[src/rtl/cpu_defs.sv]
// Shared definitions for the CPU instruction sequencer: word layout, opcodes
// and sequencer state encoding.
package cpu_defs;

    localparam int WORD_W = 9;
    localparam int OP_W   = 3;
    localparam int REG_W  = 3;

    typedef logic [OP_W-1:0] opcode_t;

    localparam opcode_t OP_MV  = 3'b000;
    localparam opcode_t OP_MVI = 3'b001;
    localparam opcode_t OP_ADD = 3'b010;
    localparam opcode_t OP_SUB = 3'b011;
    localparam opcode_t OP_SRL = 3'b110;
    localparam opcode_t OP_SLL = 3'b111;

    typedef enum logic [2:0] {
        ST_IDLE   = 3'd0,
        ST_ISSUE  = 3'd1,
        ST_EXEC   = 3'd2,
        ST_FINISH = 3'd3,
        ST_ERROR  = 3'd4
    } seq_state_t;

    function automatic opcode_t word_opcode(input logic [WORD_W-1:0] word);
        return word[WORD_W-1 -: OP_W];
    endfunction

endpackage

[src/rtl/prog_ram.sv]
// Program store: synchronous write port for the loader, two combinational
// read ports so the instruction and its mvi immediate are visible together.
module prog_ram
    import cpu_defs::*;
#(
    parameter int DEPTH = 32,
    parameter int AW    = 5
) (
    input  logic              Clock,
    input  logic              we,
    input  logic [AW-1:0]     waddr,
    input  logic [WORD_W-1:0] wdata,
    input  logic [AW-1:0]     raddr_a,
    input  logic [AW-1:0]     raddr_b,
    output logic [WORD_W-1:0] rdata_a,
    output logic [WORD_W-1:0] rdata_b
);

    logic [WORD_W-1:0] mem_r [DEPTH];

    // Loader write port; contents deliberately survive reset.
    always_ff @(posedge Clock) begin
        if (we) begin
            mem_r[waddr] <= wdata;
        end
    end

    assign rdata_a = mem_r[raddr_a];
    assign rdata_b = mem_r[raddr_b];

endmodule

[src/rtl/cpu_sequencer.sv]
// Instruction-stream sequencer: issues stored program words to the multicycle
// CPU with Run, supplies mvi immediates during EXEC and advances on Done.
module cpu_sequencer
    import cpu_defs::*;
#(
    parameter int DEPTH   = 32,
    parameter int AW      = 5,
    parameter int TIMEOUT = 15
) (
    input  logic              Clock,
    input  logic              Resetn,
    input  logic              load_en,
    input  logic [AW-1:0]     load_addr,
    input  logic [WORD_W-1:0] load_data,
    input  logic [AW:0]       prog_len,
    input  logic              start,
    input  logic              Done,
    output logic [WORD_W-1:0] DIN,
    output logic              Run,
    output logic              busy,
    output logic              prog_done,
    output logic              err,
    output logic [AW-1:0]     pc,
    output logic [AW:0]       retired
);

    localparam int TW = $clog2(TIMEOUT + 1);

    seq_state_t        state_r, state_n;
    logic [AW-1:0]     pc_r, pc_n;
    logic [AW:0]       len_q_r, len_q_n;
    logic [AW:0]       retired_r, retired_n;
    logic [TW-1:0]     tmo_r, tmo_n;
    logic              err_r, err_n;
    logic              busy_r;
    logic              prog_done_r;
    logic              done_pulse_s;
    logic              ram_we_s;
    logic              is_mvi_s;
    logic              mvi_short_s;
    logic              run_s;
    logic [WORD_W-1:0] word_a_s, word_b_s, din_s;
    logic [AW-1:0]     pc_rd_b_s;
    logic [AW:0]       pc_plus1_s, pc_adv_s;

    assign ram_we_s  = load_en && (state_r != ST_ISSUE) && (state_r != ST_EXEC);
    assign pc_rd_b_s = pc_r + AW'(1);

    prog_ram #(
        .DEPTH (DEPTH),
        .AW    (AW)
    ) u_prog_ram (
        .Clock   (Clock),
        .we      (ram_we_s),
        .waddr   (load_addr),
        .wdata   (load_data),
        .raddr_a (pc_r),
        .raddr_b (pc_rd_b_s),
        .rdata_a (word_a_s),
        .rdata_b (word_b_s)
    );

    // End-of-program tests use an unwrapped sum so pc reaching DEPTH still finishes.
    assign is_mvi_s    = (word_opcode(word_a_s) == OP_MVI);
    assign pc_plus1_s  = {1'b0, pc_r} + (AW+1)'(1);
    assign pc_adv_s    = {1'b0, pc_r} + (is_mvi_s ? (AW+1)'(2) : (AW+1)'(1));
    assign mvi_short_s = is_mvi_s && (pc_plus1_s >= len_q_r);

    // Next-state and datapath update for the sequencer FSM.
    always_comb begin
        state_n      = state_r;
        pc_n         = pc_r;
        len_q_n      = len_q_r;
        retired_n    = retired_r;
        tmo_n        = tmo_r;
        err_n        = err_r;
        done_pulse_s = 1'b0;
        case (state_r)
            ST_IDLE, ST_FINISH, ST_ERROR: begin
                if (start) begin
                    len_q_n   = prog_len;
                    pc_n      = '0;
                    retired_n = '0;
                    err_n     = 1'b0;
                    tmo_n     = '0;
                    if (prog_len == '0) begin
                        state_n      = ST_FINISH;
                        done_pulse_s = 1'b1;
                    end else begin
                        state_n = ST_ISSUE;
                    end
                end else begin
                    state_n = state_r;
                end
            end
            ST_ISSUE: begin
                if (mvi_short_s) begin
                    err_n   = 1'b1;
                    state_n = ST_ERROR;
                end else begin
                    tmo_n   = '0;
                    state_n = ST_EXEC;
                end
            end
            ST_EXEC: begin
                if (Done) begin
                    pc_n      = pc_adv_s[AW-1:0];
                    retired_n = retired_r + (AW+1)'(1);
                    if (pc_adv_s >= len_q_r) begin
                        state_n      = ST_FINISH;
                        done_pulse_s = 1'b1;
                    end else begin
                        state_n = ST_ISSUE;
                    end
                end else if (tmo_r == TW'(TIMEOUT - 1)) begin
                    err_n   = 1'b1;
                    state_n = ST_ERROR;
                end else begin
                    tmo_n = tmo_r + TW'(1);
                end
            end
            default: begin
                state_n = ST_IDLE;
            end
        endcase
    end

    // State and status registers.
    always_ff @(posedge Clock or negedge Resetn) begin
        if (!Resetn) begin
            state_r     <= ST_IDLE;
            pc_r        <= '0;
            len_q_r     <= '0;
            retired_r   <= '0;
            tmo_r       <= '0;
            err_r       <= 1'b0;
            busy_r      <= 1'b0;
            prog_done_r <= 1'b0;
        end else begin
            state_r     <= state_n;
            pc_r        <= pc_n;
            len_q_r     <= len_q_n;
            retired_r   <= retired_n;
            tmo_r       <= tmo_n;
            err_r       <= err_n;
            busy_r      <= (state_n == ST_ISSUE) || (state_n == ST_EXEC);
            prog_done_r <= done_pulse_s;
        end
    end

    // DIN/Run decode straight from registered state and RAM: the next word
    // may sit at pc+2, which the dual read port cannot fetch a cycle early.
    always_comb begin
        din_s = '0;
        run_s = 1'b0;
        case (state_r)
            ST_ISSUE: begin
                din_s = word_a_s;
                run_s = !mvi_short_s;
            end
            ST_EXEC: begin
                if (is_mvi_s) begin
                    din_s = word_b_s;
                end else begin
                    din_s = '0;
                end
            end
            default: begin
                din_s = '0;
                run_s = 1'b0;
            end
        endcase
    end

    assign DIN       = din_s;
    assign Run       = run_s;
    assign busy      = busy_r;
    assign prog_done = prog_done_r;
    assign err       = err_r;
    assign pc        = pc_r;
    assign retired   = retired_r;

endmodule

[config.mk]
export PLATFORM = sky130hd
export DESIGN_NAME = cpu_sequencer
export DESIGN_NICKNAME = d
export VERILOG_FILES = /design/src/rtl/cpu_defs.sv /design/src/rtl/prog_ram.sv /design/src/rtl/cpu_sequencer.sv
export SDC_FILE = /design/constraint.sdc
export NUM_CORES = 1
export LEC_CHECK = 0
export CORE_ASPECT_RATIO = 1.5
export CORE_MARGIN = 3
export CORE_UTILIZATION = 46
export DETAILED_ROUTE_END_ITERATION = 8
export PLACE_DENSITY = 0.73
export SLEW_MARGIN = 20
export SYNTH_ARGS = -nofsm -noshare
export SYNTH_HDL_FRONTEND = slang
export SYNTH_SLANG_ARGS = --single-unit
[constraint.sdc]
create_clock -name Clock -period 5.3 [get_ports Clock]
set_clock_uncertainty 0.2 [all_clocks]
set_input_delay 0.53 -clock Clock [delete_from_list [all_inputs] [get_ports Clock]]
set_output_delay 0.53 -clock Clock [all_outputs]
set_load 0.005 [all_outputs]
==> Word-level counts from Yosys, hierarchy flattened <==
Memories as Yosys holds them, arrays and structs flattened.
Index checks and enable logic that the tools add are counted.
{ "word_totals": {"mem_count": 1, "mem_bits_rw": 288, "register_bits": 27, "wordCells": 81, "output_inout_bits": 24} }
{ "memory_table": {"columns": ["memory", "depth", "width", "rd", "rd_clocked_by_memory_dff", "write_ports", "line", "text"], "rows": [
  ["u_prog_ram.mem_r", 32, 9, 2, 0, 1, "prog_ram.sv:19", "logic [WORD_W-1:0] mem_r [DEPTH];"]
]} }
{ "op_classes": {"reduce_logical": 14, "mux": 34, "n_lt_le_gt_ge": 2, "n_addsub": 5, "eq_ne": 17} }
{ "ops": {"columns": ["op", "count"], "rows": [
  ["one-hot mux 9 bit (2 select lines)", 1],
  ["two-way mux 4 bit", 4],
  ["inequality test 2 bit (second input constant)", 7],
  [">= comparator 6 bit", 2],
  ["two-way mux 3 bit", 4],
  ["two-way mux 6 bit", 2],
  ["one-hot mux 4 bit (3 select lines)", 1],
  ["one-hot mux 6 bit (2 select lines)", 1],
  ["two-way mux 1 bit", 11],
  ["two-way mux 5 bit", 2],
  ["one-hot mux 5 bit (2 select lines)", 1],
  ["AND reduction 5 bit", 2],
  ["== test 3 x 1 -> 1 bit (second input constant)", 3],
  ["== test 3 x 2 -> 1 bit (second input constant)", 3],
  ["two-way mux 9 bit", 1],
  ["one-hot mux 3 bit (3 select lines)", 1],
  ["adder 5 x 1 -> 6 bit (second input constant)", 1],
  ["adder 5 x 2 -> 6 bit", 1],
  ["adder 6 x 1 -> 6 bit (second input constant)", 1],
  ["logical NOT 6 bit", 1],
  ["two-way mux 2 bit", 3],
  ["adder 5 x 1 -> 5 bit (second input constant)", 1],
  ["adder 4 x 1 -> 4 bit (second input constant)", 1],
  ["== test 4 bit (second input constant)", 1],
  ["14 further kinds", 16]
]} }

==> Logic depth before layout (Yosys ltp) <==
An unclocked memory read counts as a cell.
{ "logic_depth": {"word_depth": 10, "mapped_depth": 21} }

==> Modules after synthesis <==
Synthesis repeated with hierarchy kept, for this count alone.
{ "hier_totals": {"hier_cells": 773, "area_unflattened_um2": 15203.3} }
{ "by_module_without_submodules": {"columns": ["mod", "area_per_inst_um2", "cells_each", "instances"], "rows": [
  ["prog_ram", 13344.0, 574, 1],
  ["cpu_sequencer", 1859.3, 199, 1]
]} }

==> Least setup slack after synthesis <==
No wires, ideal clock.
{ "synth_timing": {"path_kind": "reg2reg", "from": "register pc_r[0], in the netlist pc[0]", "to": "register busy_r, in the netlist busy", "path_buffers": 2, "path_stages_with_launch": 18, "arrival_ns": 4.043, "period_less_slack_ns": 4.379, "required_ns": 4.964, "setup_slack_ns": 0.921, "path_cell_list": "dfrtp_1 buf_6 mux4_2 a2bb2oi_1 a211oi_2 o22a_2 nand2b_1 clkbuf_1 ha_1 fa_1 xor2_1 ha_1 a21o_1 a31oi_1 o21ai_0 a21oi_1 nor4b_1 o31ai_1"} }
{ "synth_via": {"elab_chain_len": 10, "word_cells_on_any_way": 15} }
{ "synth_lines": {"columns": ["element", "line", "text"], "rows": [
  ["from (decl)", "cpu_sequencer.sv:30", "logic [AW-1:0] pc_r, pc_n;"],
  ["from (signal assigned)", "cpu_sequencer.sv:141", "pc_r <= pc_n;"],
  ["memory (32 x 9 bit)", null, null],
  ["== test 3 x 1 -> 1 bit", "cpu_sequencer.sv:64", "assign is_mvi_s = (word_opcode(word_a_s) == OP_MVI);"],
  ["two-way mux 2 bit", "cpu_sequencer.sv:66", "assign pc_adv_s = {1'b0, pc_r} + (is_mvi_s ? (AW+1)'(2) : (AW+1)'(1));"],
  ["adder 5 x 2 -> 6 bit", "cpu_sequencer.sv:66", null],
  [">= comparator 6 bit", "cpu_sequencer.sv:109", "if (pc_adv_s >= len_q_r) begin"],
  ["two-way mux 2 bit", "cpu_sequencer.sv:109", null],
  ["two-way mux 3 bit", "cpu_sequencer.sv:106", "if (Done) begin"],
  ["one-hot mux 3 bit (3 select lines) *", "cpu_sequencer.sv:78", "case (state_r)"],
  ["== test 3 x 1 -> 1 bit or == test 3 x 2 -> 1 bit (tied branches)", "cpu_sequencer.sv:146", "busy_r <= (state_n == ST_ISSUE) || (state_n == ST_EXEC);"],
  ["logical OR 1 bit *", "cpu_sequencer.sv:146", null],
  ["to (signal assigned)", "cpu_sequencer.sv:146", null],
  ["to (decl)", "cpu_sequencer.sv:35", "logic busy_r;"]
]} }
Mark *: on every way between the ends. The rest lies on a longest branch, timed or not.
A chain may end at the register's enable or synchronous reset.

==> Final worst setup path <==
{ "layout_timing": {"from": "register pc_r[1], in the netlist pc[1]", "to": "output port DIN[8]"} }
{ "layout_via": {"elab_chain_len": 4, "word_cells_on_any_way": 5} }
{ "layout_lines": {"columns": ["element", "line", "text"], "rows": [
  ["adder 5 x 1 -> 5 bit or memory (32 x 9 bit) (tied branches)", null, null],
  ["memory (32 x 9 bit) *", null, null],
  ["two-way mux 9 bit", "cpu_sequencer.sv:162", "if (is_mvi_s) begin"],
  ["one-hot mux 9 bit (2 select lines) *", "cpu_sequencer.sv:156", "case (state_r)"],
  ["to (decl)", "cpu_sequencer.sv:18", "output logic [WORD_W-1:0] DIN,"]
]} }
Marks and branches as above.

==> metrics.yaml <==
ff2ff_path_depth: 16
worstHoldPathType: "in2async"
worst_pin_slew_ns: 1.13
drive_above_1_share: 0.304
syn-cell-area_um2: 15400
cp.required_ns: 4.57
diodes: 0
rows: 81
postSynthCellCount: 824
num_vias: 8669
grt.met3_usage: 0.0301
cap_viol_max_count: 0
synth_cell_types: 70
cp_max_fo: 46
avgSynthCellArea_um2: 18.7
cp_data_arrival_time_ns: 4.20
rsz0062_at_grt: "false"
yosysMostFrequentCell: "edfxtp_1"
maxSlewViolCount: 0
fin_tns_setup_ns: 0
slew_headroom: 0.246
die_x_um: 155
cp_top_family: "multiplexers"
power_per_cell_area_nw_per_um2: 435
grt_use_met1: 0.265
synth_commonest_cells: "288 x edfxtp_1, 156 x mux4_2, 51 x nor2_1, 30 x mux2i_1, 29 x nand2_1"
gp_congestion: 0.845
rrSetupSlack_ns: 0.57
placed_area_um2: 16400
setup_viol: 0
dieHeight_um: 230
yosys_register_bits: 315
synthTopCellsByArea: "edfxtp_1 56%, mux4_2 23%, dfrtp_1 4.4%"
setup.worst_path.start: "pc[1]"
r2r_end: "busy"
ys_async_sr_fraction: 0.0857
clock_latency_ns: 0.56
wl_um: 37700
drt-vias-per-instance: 6.54
total_leakage_power_nw: 5.46
fin_nets: 935
cpMaxStageDelayCell: "dfrtp_4"
stdcell_area_um2: 17300
fin_crit_ns: 4.93
endpoint_kind: "output port"
cp-start-kind: "register"
ant_nets: 0
status: "completed"
synth_ff_type: "edfxtp_1"
worst-setup-path-type: "reg2out"
clkTransAtPathRegs_ns: 0.07
synth_fp_nets: 868
start_util: 0.469
crit_chain: "ha_4 > buf_4 > mux4_2 > mux4_2 > mux2i_1 > o31ai_1 > clkdlybuf4s50_1"
grt_overflow_total: 0
cts_tree: "done"
synth.top_cell.area_share: 0.562
htreeDepth: 1
first_pass_iters: 5
areaGrowthSynthToFinish_pct: 12.4
critPathMostFrequentCell: "mux4_2"
grt_busiest_layer: "met2"
r2r_start: "pc[1]"
ys_seq_area_frac: 0.606
cts_sinks: 315
synth_edf_count: 288
track_usage: 0.213
gr-usage-met2: 0.378
io_buffers: 48
hpwl_um: 24900
cp_num_buf_inv: 2
drtIter0Drc: 946
grt_max_degree: 47
cts.repair.resized: 0
routedWlPerCell_um: 28.5
cpPeakStageDelay_ns: 0.73
grt_first_pass_wirelength_um: 56500
finalHoldViolCount: 0
core_area_um2: 32800
yosysWarnings: 0
clockBufferDepth: 3
antenna_found_initial: 1
numCtsBuffers: 28
route.detailed.drc: 0
yosys.area.top_type: "edfxtp_1"
grt_pass1_vias: 9001
ir_drop_mv: 0.236
cts_setup_buffers: 0
ioPinCount: 49
root_buffer: "clkbuf_16"
clock.fmax_ghz: 0.203
hold_buffers: 0
holdWs_ns: 0.156
fin_crit_sh: 0.930
die_area_um2: 35700
how the worst max path moves through the flow:
stage              to  slack [ns]  cells past startpoint
2_1_floorplan    busy        0.92                     17
3_3_place_gp     busy        0.54                     16
3_5_place_dp     busy        0.42                     15
4_1_cts        DIN[0]        0.26                      7
5_1_grt           Run        0.01                     12
6_report       DIN[8]        0.37                      7
routing by layer:
metal  wire (um)  vias to the layer above
li1            -                     3607
met1       13600                     4556
met2       20300                      414
met3        2530                       90
met4        1330                        2
met5          13                        -
registers in the layout, indices dropped and copies added (netlist names):
| signal | flops |
|---|---|
| retired | 6 |
| u_prog_ram.mem_r | 288 |
| busy | 1 |
| state_r | 3 |
| len_q_r | 6 |
| tmo_r | 4 |
| err | 1 |
| prog_done | 1 |
| pc | 5 |
kinds of logic after synthesis:
kind of cell    count (synthesis)  share of synthesized area
simple gates                  135                     0.0430
mux                           200                      0.266
fa+ha+maj                      19                     0.0159
compound gates                 78                     0.0376
xor+xnor                       10                    0.00569
flops                         315                      0.606
buf+inv                        67                     0.0253
layout make-up:
| class | instances | area, um^2 |
|---|---|---|
| clock buffers | 30 | 708 |
| clock inverters | 19 | 158 |
| fillers | 2536 | 15500 |
| inverters | 12 | 45.0 |
| multi-input cells | 442 | 5720 |
| flip-flops and latches | 315 | 9330 |
| well taps | 415 | 519 |
| repair buffers | 92 | 816 |
report_power, final:
part | switching, mW | leakage, nW | internal, mW
Sequential | 0.153 | 2.94 | 2.81
Combinational | 1.24 | 2.10 | 1.39
Clock | 0.878 | 0.416 | 1.06
cell usage in the layout, fill, tap and decap left out, types with 3 or more instances in the layout:
| cell | netlist | routed |
|---|---|---|
| edfxtp_1 | 288 | 288 |
| mux4_2 | 156 | 156 |
| nor2_1 | 51 | 47 |
| clkdlybuf4s50_1 | 0 | 44 |
| buf_4 | 4 | 42 |
| mux2i_1 | 30 | 30 |
| nand2_1 | 29 | 29 |
| clkbuf_16 | 0 | 28 |
| dfrtp_1 | 27 | 24 |
| ha_1 | 18 | 17 |
| nand3_1 | 14 | 14 |
| o21ai_0 | 13 | 13 |
| inv_1 | 11 | 11 |
| a31oi_1 | 9 | 9 |
| mux4_1 | 8 | 8 |
| a21oi_1 | 8 | 8 |
| clkinv_1 | 0 | 8 |
| nor2b_1 | 6 | 6 |
| o32ai_1 | 6 | 6 |
| nand2b_1 | 5 | 5 |
| xor2_1 | 7 | 5 |
| a22o_1 | 5 | 5 |
| a22oi_1 | 4 | 4 |
| mux2_2 | 4 | 4 |
| and2_1 | 4 | 4 |
| nor2_2 | 0 | 4 |
| a41oi_1 | 4 | 4 |
| clkinv_2 | 0 | 4 |
| buf_2 | 18 | 4 |
| o221ai_1 | 3 | 3 |
| o211ai_1 | 3 | 3 |
| and3_2 | 3 | 3 |
| a2bb2oi_1 | 3 | 3 |
| xnor2_1 | 3 | 3 |
| or2_2 | 3 | 3 |
| o31ai_1 | 3 | 3 |
| clkinvlp_4 | 0 | 3 |
per-stage QoR:
| step | util | instances | setup WS [ns] | power (mW) |
|---|---|---|---|---|
| floorplan | - | 824 | 0.921 | 4.92 |
| global route | 0.527 | 1325 | 0.0141 | 7.88 |
| detailed placement | 0.500 | 1275 | 0.417 | 5.64 |
| global placement | 0.500 | 1275 | 0.538 | 5.60 |
| CTS | 0.527 | 1324 | 0.259 | 7.57 |
| finish | 0.527 | 1325 | 0.373 | 7.53 |
Power figures use the tool's default switching activity.
